$ cat config.mk
export PLATFORM = sky130hd
export DESIGN_NAME = latch_wr_sched
export DESIGN_NICKNAME = d
export VERILOG_FILES = /design/src/rtl/latch_wr_sched_pkg.sv /design/src/rtl/latch_wr_sched_rr_arbiter.sv /design/src/rtl/latch_wr_sched.sv
export SDC_FILE = /design/constraint.sdc
export NUM_CORES = 1
export LEC_CHECK = 0
export CAP_MARGIN = 30
export CORE_ASPECT_RATIO = 1.25
export CORE_MARGIN = 3
export CORE_UTILIZATION = 57
export CTS_CLUSTER_SIZE = 14
export DETAILED_ROUTE_END_ITERATION = 16
export DONT_BUFFER_PORTS = 1
export GPL_TIMING_DRIVEN = 0
export PLACE_DENSITY = 0.77
export SYNTH_ARGS = -nofsm -noshare
export SYNTH_HDL_FRONTEND = slang
export SYNTH_SLANG_ARGS = --single-unit
$ cat constraint.sdc
create_clock -name clk -period 2.86 [get_ports clk]
set_input_delay 0.429 -clock clk [delete_from_list [all_inputs] [get_ports clk]]
set_output_delay 0.429 -clock clk [all_outputs]
set_load 0.005 [all_outputs]
$ cat src/rtl/latch_wr_sched_pkg.sv
// Shared types and helpers for the latch write scheduler.
package latch_sched_pkg;

  // Width of the setup/hold cycle counter; covers SETUP/HOLD up to 15.
  localparam int CW = 4;

  // Controller sequence: setup, enable pulse, hold, or a bank clear.
  typedef enum logic [2:0] {
    ST_IDLE,
    ST_SETUP,
    ST_EN,
    ST_HOLD,
    ST_CLR
  } state_t;

  // Index width for n items, never narrower than one bit.
  function automatic int addr_w(input int n);
    return (n > 1) ? $clog2(n) : 1;
  endfunction

endpackage

$ cat src/rtl/latch_wr_sched_rr_arbiter.sv
// Round-robin arbiter: grants the first requester at or after ptr, wrapping.
// The pointer itself is owned and advanced by the instantiating block.
module rr_arbiter
  import latch_sched_pkg::*;
#(
  parameter int N  = 4,
  parameter int PW = addr_w(N)
) (
  input  logic [N-1:0]  req,
  input  logic [PW-1:0] ptr,
  input  logic          en,
  output logic [N-1:0]  gnt,
  output logic [PW-1:0] gnt_idx
);

  logic [PW-1:0] w_idx;
  logic          w_found;

  // Scan requesters starting at ptr and take the first valid one.
  always_comb begin
    // NOTE: every output gets a default before the loop so no path through
    // this block leaves a value unassigned, which would infer a latch.
    gnt     = '0;
    gnt_idx = '0;
    w_found = 1'b0;
    w_idx   = '0;
    for (int k = 0; k < N; k++) begin
      w_idx = PW'((int'(ptr) + k) % N);
      if (en && !w_found && req[w_idx]) begin
        w_found      = 1'b1;
        gnt[w_idx]   = 1'b1;
        gnt_idx      = w_idx;
      end
    end
  end

endmodule

$ cat src/rtl/latch_wr_sched.sv
// Write scheduler for a bank of transparent latches. Arbitrates the shared
// data bus round-robin and sequences each write as setup, one-cycle enable,
// then hold, so a latch is never open while its data is moving. Also issues
// a bank-wide clear, which wins over pending writes.
module latch_wr_sched
  import latch_sched_pkg::*;
#(
  parameter int NREQ   = 4,
  parameter int NLATCH = 4,
  parameter int SETUP  = 1,
  parameter int HOLD   = 1,
  parameter int AW     = addr_w(NLATCH)
) (
  input  logic               clk,
  input  logic               rst,
  input  logic [NREQ-1:0]    req_valid,
  input  logic [NREQ*AW-1:0] req_addr,
  input  logic [NREQ*8-1:0]  req_data,
  output logic [NREQ-1:0]    req_ready,
  input  logic               clr_req,
  output logic               clr_done,
  output logic [7:0]         lat_d,
  output logic [NLATCH-1:0]  lat_en,
  output logic               lat_rst,
  output logic               busy,
  output logic               err_oob
);

  localparam int PW = addr_w(NREQ);

  state_t              r_state;
  state_t              w_state_nxt;
  logic [CW-1:0]       r_cnt;
  logic [CW-1:0]       w_cnt_nxt;
  logic [PW-1:0]       r_rr_ptr;
  logic [AW-1:0]       r_addr;
  logic [7:0]          r_lat_d;
  logic [NLATCH-1:0]   r_lat_en;
  logic                r_clr;
  logic                r_busy;
  logic                r_err_oob;

  logic                w_arb_en;
  logic [NREQ-1:0]     w_gnt;
  logic [PW-1:0]       w_gnt_idx;
  logic                w_grant;
  logic [AW-1:0]       w_sel_addr;
  logic [7:0]          w_sel_data;
  logic [NLATCH-1:0]   w_en_dec;
  logic                w_fire_en;

  // Grants are only offered in IDLE, and a pending clear suppresses them.
  assign w_arb_en = (r_state == ST_IDLE) && !clr_req;
  assign w_grant  = |w_gnt;

  rr_arbiter #(
    .N  (NREQ),
    .PW (PW)
  ) u_arb (
    .req     (req_valid),
    .ptr     (r_rr_ptr),
    .en      (w_arb_en),
    .gnt     (w_gnt),
    .gnt_idx (w_gnt_idx)
  );

  // Route the granted requester's address and data onto the capture path.
  always_comb begin
    w_sel_addr = '0;
    w_sel_data = '0;
    for (int i = 0; i < NREQ; i++) begin
      if (w_gnt[i]) begin
        w_sel_addr = req_addr[i*AW +: AW];
        w_sel_data = req_data[i*8 +: 8];
      end
    end
  end

  // Decode the captured address; an out-of-range address decodes to zero.
  always_comb begin
    w_en_dec = '0;
    for (int i = 0; i < NLATCH; i++) begin
      w_en_dec[i] = (r_addr == AW'(i));
    end
  end

  // Next-state and setup/hold counter logic.
  always_comb begin
    w_state_nxt = r_state;
    w_cnt_nxt   = r_cnt;
    case (r_state)
      ST_IDLE: begin
        if (clr_req) begin
          w_state_nxt = ST_CLR;
        end else if (w_grant) begin
          w_state_nxt = ST_SETUP;
          w_cnt_nxt   = '0;
        end
      end
      ST_SETUP: begin
        if (r_cnt == CW'(SETUP - 1)) begin
          w_state_nxt = ST_EN;
          w_cnt_nxt   = '0;
        end else begin
          w_cnt_nxt = r_cnt + 1'b1;
        end
      end
      ST_EN: begin
        w_state_nxt = ST_HOLD;
        w_cnt_nxt   = '0;
      end
      ST_HOLD: begin
        if (r_cnt == CW'(HOLD - 1)) begin
          w_state_nxt = ST_IDLE;
        end else begin
          w_cnt_nxt = r_cnt + 1'b1;
        end
      end
      ST_CLR:  w_state_nxt = ST_IDLE;
      default: w_state_nxt = ST_IDLE;
    endcase
  end

  // The enable pulse is launched on the edge that leaves SETUP.
  assign w_fire_en = (r_state == ST_SETUP) && (w_state_nxt == ST_EN);

  // State register and counter.
  always_ff @(posedge clk) begin
    // NOTE: sequential state uses non-blocking assignments so every register
    // samples the pre-edge values regardless of statement order.
    if (rst) begin
      r_state <= ST_IDLE;
      r_cnt   <= '0;
    end else begin
      r_state <= w_state_nxt;
      r_cnt   <= w_cnt_nxt;
    end
  end

  // Registered latch-bank outputs, capture of the granted write, pointer.
  always_ff @(posedge clk) begin
    if (rst) begin
      r_rr_ptr  <= '0;
      r_addr    <= '0;
      r_lat_d   <= '0;
      r_lat_en  <= '0;
      r_clr     <= 1'b0;
      r_busy    <= 1'b0;
      r_err_oob <= 1'b0;
    end else begin
      r_lat_en  <= w_fire_en ? w_en_dec : '0;
      r_err_oob <= w_fire_en && !(|w_en_dec);
      r_clr     <= (w_state_nxt == ST_CLR);
      r_busy    <= (w_state_nxt != ST_IDLE);
      if (w_grant) begin
        r_addr   <= w_sel_addr;
        r_lat_d  <= w_sel_data;
        r_rr_ptr <= (w_gnt_idx == PW'(NREQ - 1)) ? '0 : w_gnt_idx + 1'b1;
      end
    end
  end

  assign req_ready = w_gnt;
  assign lat_d     = r_lat_d;
  assign lat_en    = r_lat_en;
  assign clr_done  = r_clr;
  // The bank stays cleared for the whole time this controller is in reset.
  assign lat_rst   = r_clr | rst;
  assign busy      = r_busy;
  assign err_oob   = r_err_oob;

endmodule

Word level (Yosys, flattened, before mapping):

Index checks and enable logic that the tools add are counted.

* add/subtract/negate cells: 5
* $mul: 0
* divide/modulo/power cells: 0
* magnitude comparators: 8
* eq/ne operators: 12
* shifts and indexed selects: 0
* multiplexer cells: 46
* bitwise operators: 5
* reduce and logical (&&, ||, !) cells: 28

Operator list (number)
* 4-bit 2-to-1 mux: 8
* 8-bit 2-to-1 mux: 4
* 2-bit 2-to-1 mux: 9
* 4-bit case mux with 4 select lines: 1
* 1-bit logical AND: 14
* 2-bit by 3-bit < comparator with 1-bit output (second input constant): 4
* 3-bit 2-to-1 mux: 4
* 4-bit bitwise OR: 3
* 3-bit case mux with 4 select lines: 1
* 1-bit 2-to-1 mux: 11
* 3-bit by 2-bit equality test with 1-bit output (second input constant): 3
* 1-bit binary-select mux with 2-bit select: 4
* 1-bit demux with 2-bit select: 4
* 2-bit by 1-bit greater-or-equal comparator with 1-bit output (second input constant): 4
* 4-bit OR reduction: 2
* 2-bit equality test (second input constant): 3
* 2-bit inequality test (second input constant): 3
* 1-bit zero test: 5
* 2-bit by 1-bit adder with 2-bit output (second input constant): 2
* 2-bit adder (second input constant): 2
* 4-bit by 1-bit adder with 4-bit output (second input constant): 1
* 4-bit zero test: 1
* 4-bit AND reduction: 1
* 4-bit nonzero test: 1
* 9 further kinds: 9

* register bits: 26
* latch bits: 0
* memory bits (writable): 0
* ROM bits: 0
* bits of input ports: 47
* output and inout bits: 20
* word-level logic and storage cells: 113
* memories: 0

Depth between registers and ports, before layout:

* depth after elaboration: 24
* depth in mapped cells: 14
* depth with buffers taken out: 10

By module:

A second synthesis with hierarchy kept.

* cell total of the unflattened synthesis: 232
* area total of the unflattened synthesis: 1928.1 µm²

Modules (own cells, without submodules)
* latch_wr_sched: instances 1, cells an instance 159, area an instance 1357.6 µm²
* rr_arbiter: instances 1, cells an instance 73, area an instance 570.5 µm²

Least setup slack after synthesis:

OpenSTA, ideal clock, no wires.

* path type: reg-to-reg
* start point: register with a tool-made name
* end point: register r_busy (netlist: busy)
* library setup time: 127 ps
* arrival time: 2851 ps
* data required time: 2733 ps
* setup slack: -118 ps
* stages on the path, launching flop included: 13
* path buffers: 3
* period minus slack after synthesis: 2978 ps
* cells stage by stage: dfxtp_1 > buf_6 > buf_2 > inv_1 > ha_1 > buf_2 > mux4_2 > nand2_1 > nand3b_1 > a32oi_1 > nand4_1 > and3_1 > or3_1

RTL lines
* to (signal assigned): line latch_wr_sched.sv:154 `r_busy <= (w_state_nxt != ST_IDLE);`
* to (decl): line latch_wr_sched.sv:40 `logic r_busy;`

==> results.yml <==
final_layout:
  final.fill_count: 292
  drive_above_1_share: 0.188
  nets: 313
  syn_to_final_growth_pct: 11.3
  final_common_cell: "nand2_1"
  layout_common_cells: "29 x nand2_1, 24 x dfxtp_1, 22 x a21oi_1, 20 x nor2_1"
  n_antenna_cell: 0
timing:
  fin_crit_ns: 2.79
  setup_violations: 0
  tightestPinTransition_ns: 0.549
  fin_worst_skew_ns: 0.00421
  maxSlewHeadroom: 0.631
  rsz0062_at_grt: "yes"
  slew_viol_final: 0
  fmax_mhz: 359
  setup_slack_ns: 0.0737
  period_share: 0.974
  tns_ns: 0
  hold_violations: 0
global_route:
  grt_usage: 0.244
  grt_pass1_wl_um: 8120
  antenna_found_initial: 0
  grt_max_degree: 15
  overflow: 0
  grt_pass1_vias: 1663
power:
  total_power_mw: 2.20
  peakVddDrop_mv: 0.738
  pwr-share-comb: 0.631
  clock_power_share: 0.106
  powerDensity_nw_per_um2: 996
  netSwitchingFraction: 0.432
  power.internal_mw: 1.25
  p_switching_uw: 948
  leakagePower_nw: 0.834
  seqPwrFrac: 0.263
clock_network:
  hold_buffers: 0
  h-tree-depth: 1
  cts_tree: "done"
  cts-root-buf: "clkbuf_8"
  cts.clk_slew.worst_paths_ns: 0.08
  clock_latency_ns: 0.27
  cts_buffers: 3
  clockBufferDepth: 2
  cts.sinks: 26
synth:
  syn_inst: 246
  async_reset_ff_frac: 0
  synth_seq_area_share: 0.263
  synth_flop_cell: "dfxtp_1"
  netlist_area_um2: 1980
  synth_seq_cells: 26
  synth_nets: 302
  synth_edf_count: 0
  synth_cell_types: 49
  yosys_warnings: 0
  syn_avg_cell_area_um2: 8.05
floorplan:
  die_area_um2: 4220
  die_x_um: 58.7
  io_pins: 67
  fp-row-count: 23
  start_util: 0.604
  die_h_um: 71.9
  coreArea_um2: 3280
place:
  hpwl_um: 3700
  pre_cts_slack_ns: -0.322
  gp_congestion: 0.775
  io_buffers: 0
setup_path:
  critPathMaxFanout: 5
  cp-end-kind: "register"
  worstPathRequired_ns: 3.02
  crit_type: "reg2reg"
  r2r_setup_slack_ns: 0.07
  cp_data_arrival_time_ns: 2.94
  reg2regPathDepth: 9
  start_kind: "register"
outcome:
  outcome: "complete, no violations"
drt:
  drc: 0
  avgViaCountPerCell: 6.30
  drt_pass1_iterations: 4
  ant_nets: 0
  vias: 1845
  wl_um: 5070
  drt_iter0_markers: 130
  wl_per_cell_um: 17.3
worst_hold_path:
  hold_path_depth: 1
  hold_class: "in2reg"
flow_run:
  drv_cap: 0
## logic make-up after synthesis
family          after synthesis  synth area share
simple gates                104             0.288
compound gates               64             0.222
buf+inv                      28            0.0739
flops                        26             0.263
mux                          12            0.0859
fa+ha+maj                     9            0.0569
xor+xnor                      2           0.00885
other cells                   1           0.00189
## power groups by stage
stage | Clock, mW | Sequential (mW) | Combinational [mW]
6_report | 0.232 | 0.578 | 1.39
5_1_grt | 0.260 | 0.593 | 1.53
4_1_cts | 0.237 | 0.570 | 1.37
3_5_place_dp | 0 | 0.577 | 1.22
3_3_place_gp | 0 | 0.575 | 1.21
2_1_floorplan | 0 | 0.553 | 1.01
## state kept, by name, indices dropped and copies added, names as in the netlist, named ones only
register,flops
err_oob,1
r_cnt,4
lat_en,4
busy,1
r_state,3
r_addr,2
clr_done,1
lat_d,8
r_rr_ptr,1
## per-stage QoR
stage | hold slack [ns] | cells | utilization | cell area, um^2
floorplan | 0.430 | 246 | - | 1990
global placement | 0.448 | 283 | 0.620 | 2030
detailed placement | 0.451 | 283 | 0.620 | 2030
CTS | 0.243 | 295 | 0.671 | 2200
global route | 0.240 | 293 | 0.672 | 2200
finish | 0.248 | 293 | 0.672 | 2200
## area by class of cell
cell class | instances | area [um^2] | area share
clock buffer | 4 | 55.1 | 0.0250
buffer | 13 | 93.8 | 0.0426
sequential | 26 | 528 | 0.240
multi-input combinational | 192 | 1360 | 0.616
timing repair buffer | 10 | 75.1 | 0.0341
tap | 37 | 46.3 | 0.0210
inverter | 11 | 47.5 | 0.0216
## worst max-delay path: stages, from the launching register on
cell and delay [ns]:
dfxtp_4 0.38, clkinvlp_4 0.11, ha_4 0.32, mux4_2 0.58
nand2_2 0.10, nand3b_1 0.12, a32oi_2 0.30, nand4_1 0.16
and3_1 0.22, or3_1 0.36
## synth_stat cells, drive strengths merged (3+ instances only)
library cell,count,area share
a211o,10,0.044
a21oi,23,0.060
a22oi,3,0.014
and3,5,0.016
buf,14,0.047
clkbuf,3,0.0057
dfxtp,26,0.26
ha,9,0.057
inv,11,0.021
mux2i,8,0.040
mux4,4,0.045
nand2,32,0.061
nand2b,3,0.0095
nand3b,14,0.053
nand4,3,0.0095
nor2,20,0.038
nor3b,14,0.053
o21ai,13,0.039
## final timing paths
kind                               start                     to
setup / recovery                register        busy$_SDFF_PP0_
hold / removal                       rst  r_state[1]$_SDFF_PP0_
setup reg to reg                register        busy$_SDFF_PP0_
hold reg to reg   r_addr[1]$_SDFFE_PP0P_   lat_en[1]$_SDFF_PP0_
## what timing repair did
item                       CTS  global route
buffers inserted             9             1
resized for setup           17             7
pin swaps                    5             8
setup endpoints to repair   22            20
## layer usage
layer  part of all wire  GRT usage  up-vias
met2               0.52      0.394       71
met1               0.39      0.319      858
li1                   -          -      909
met4              0.014     0.0781        0
met5                  0          0        -
met3              0.076     0.0569        7
Power figures use the tool's default switching activity.
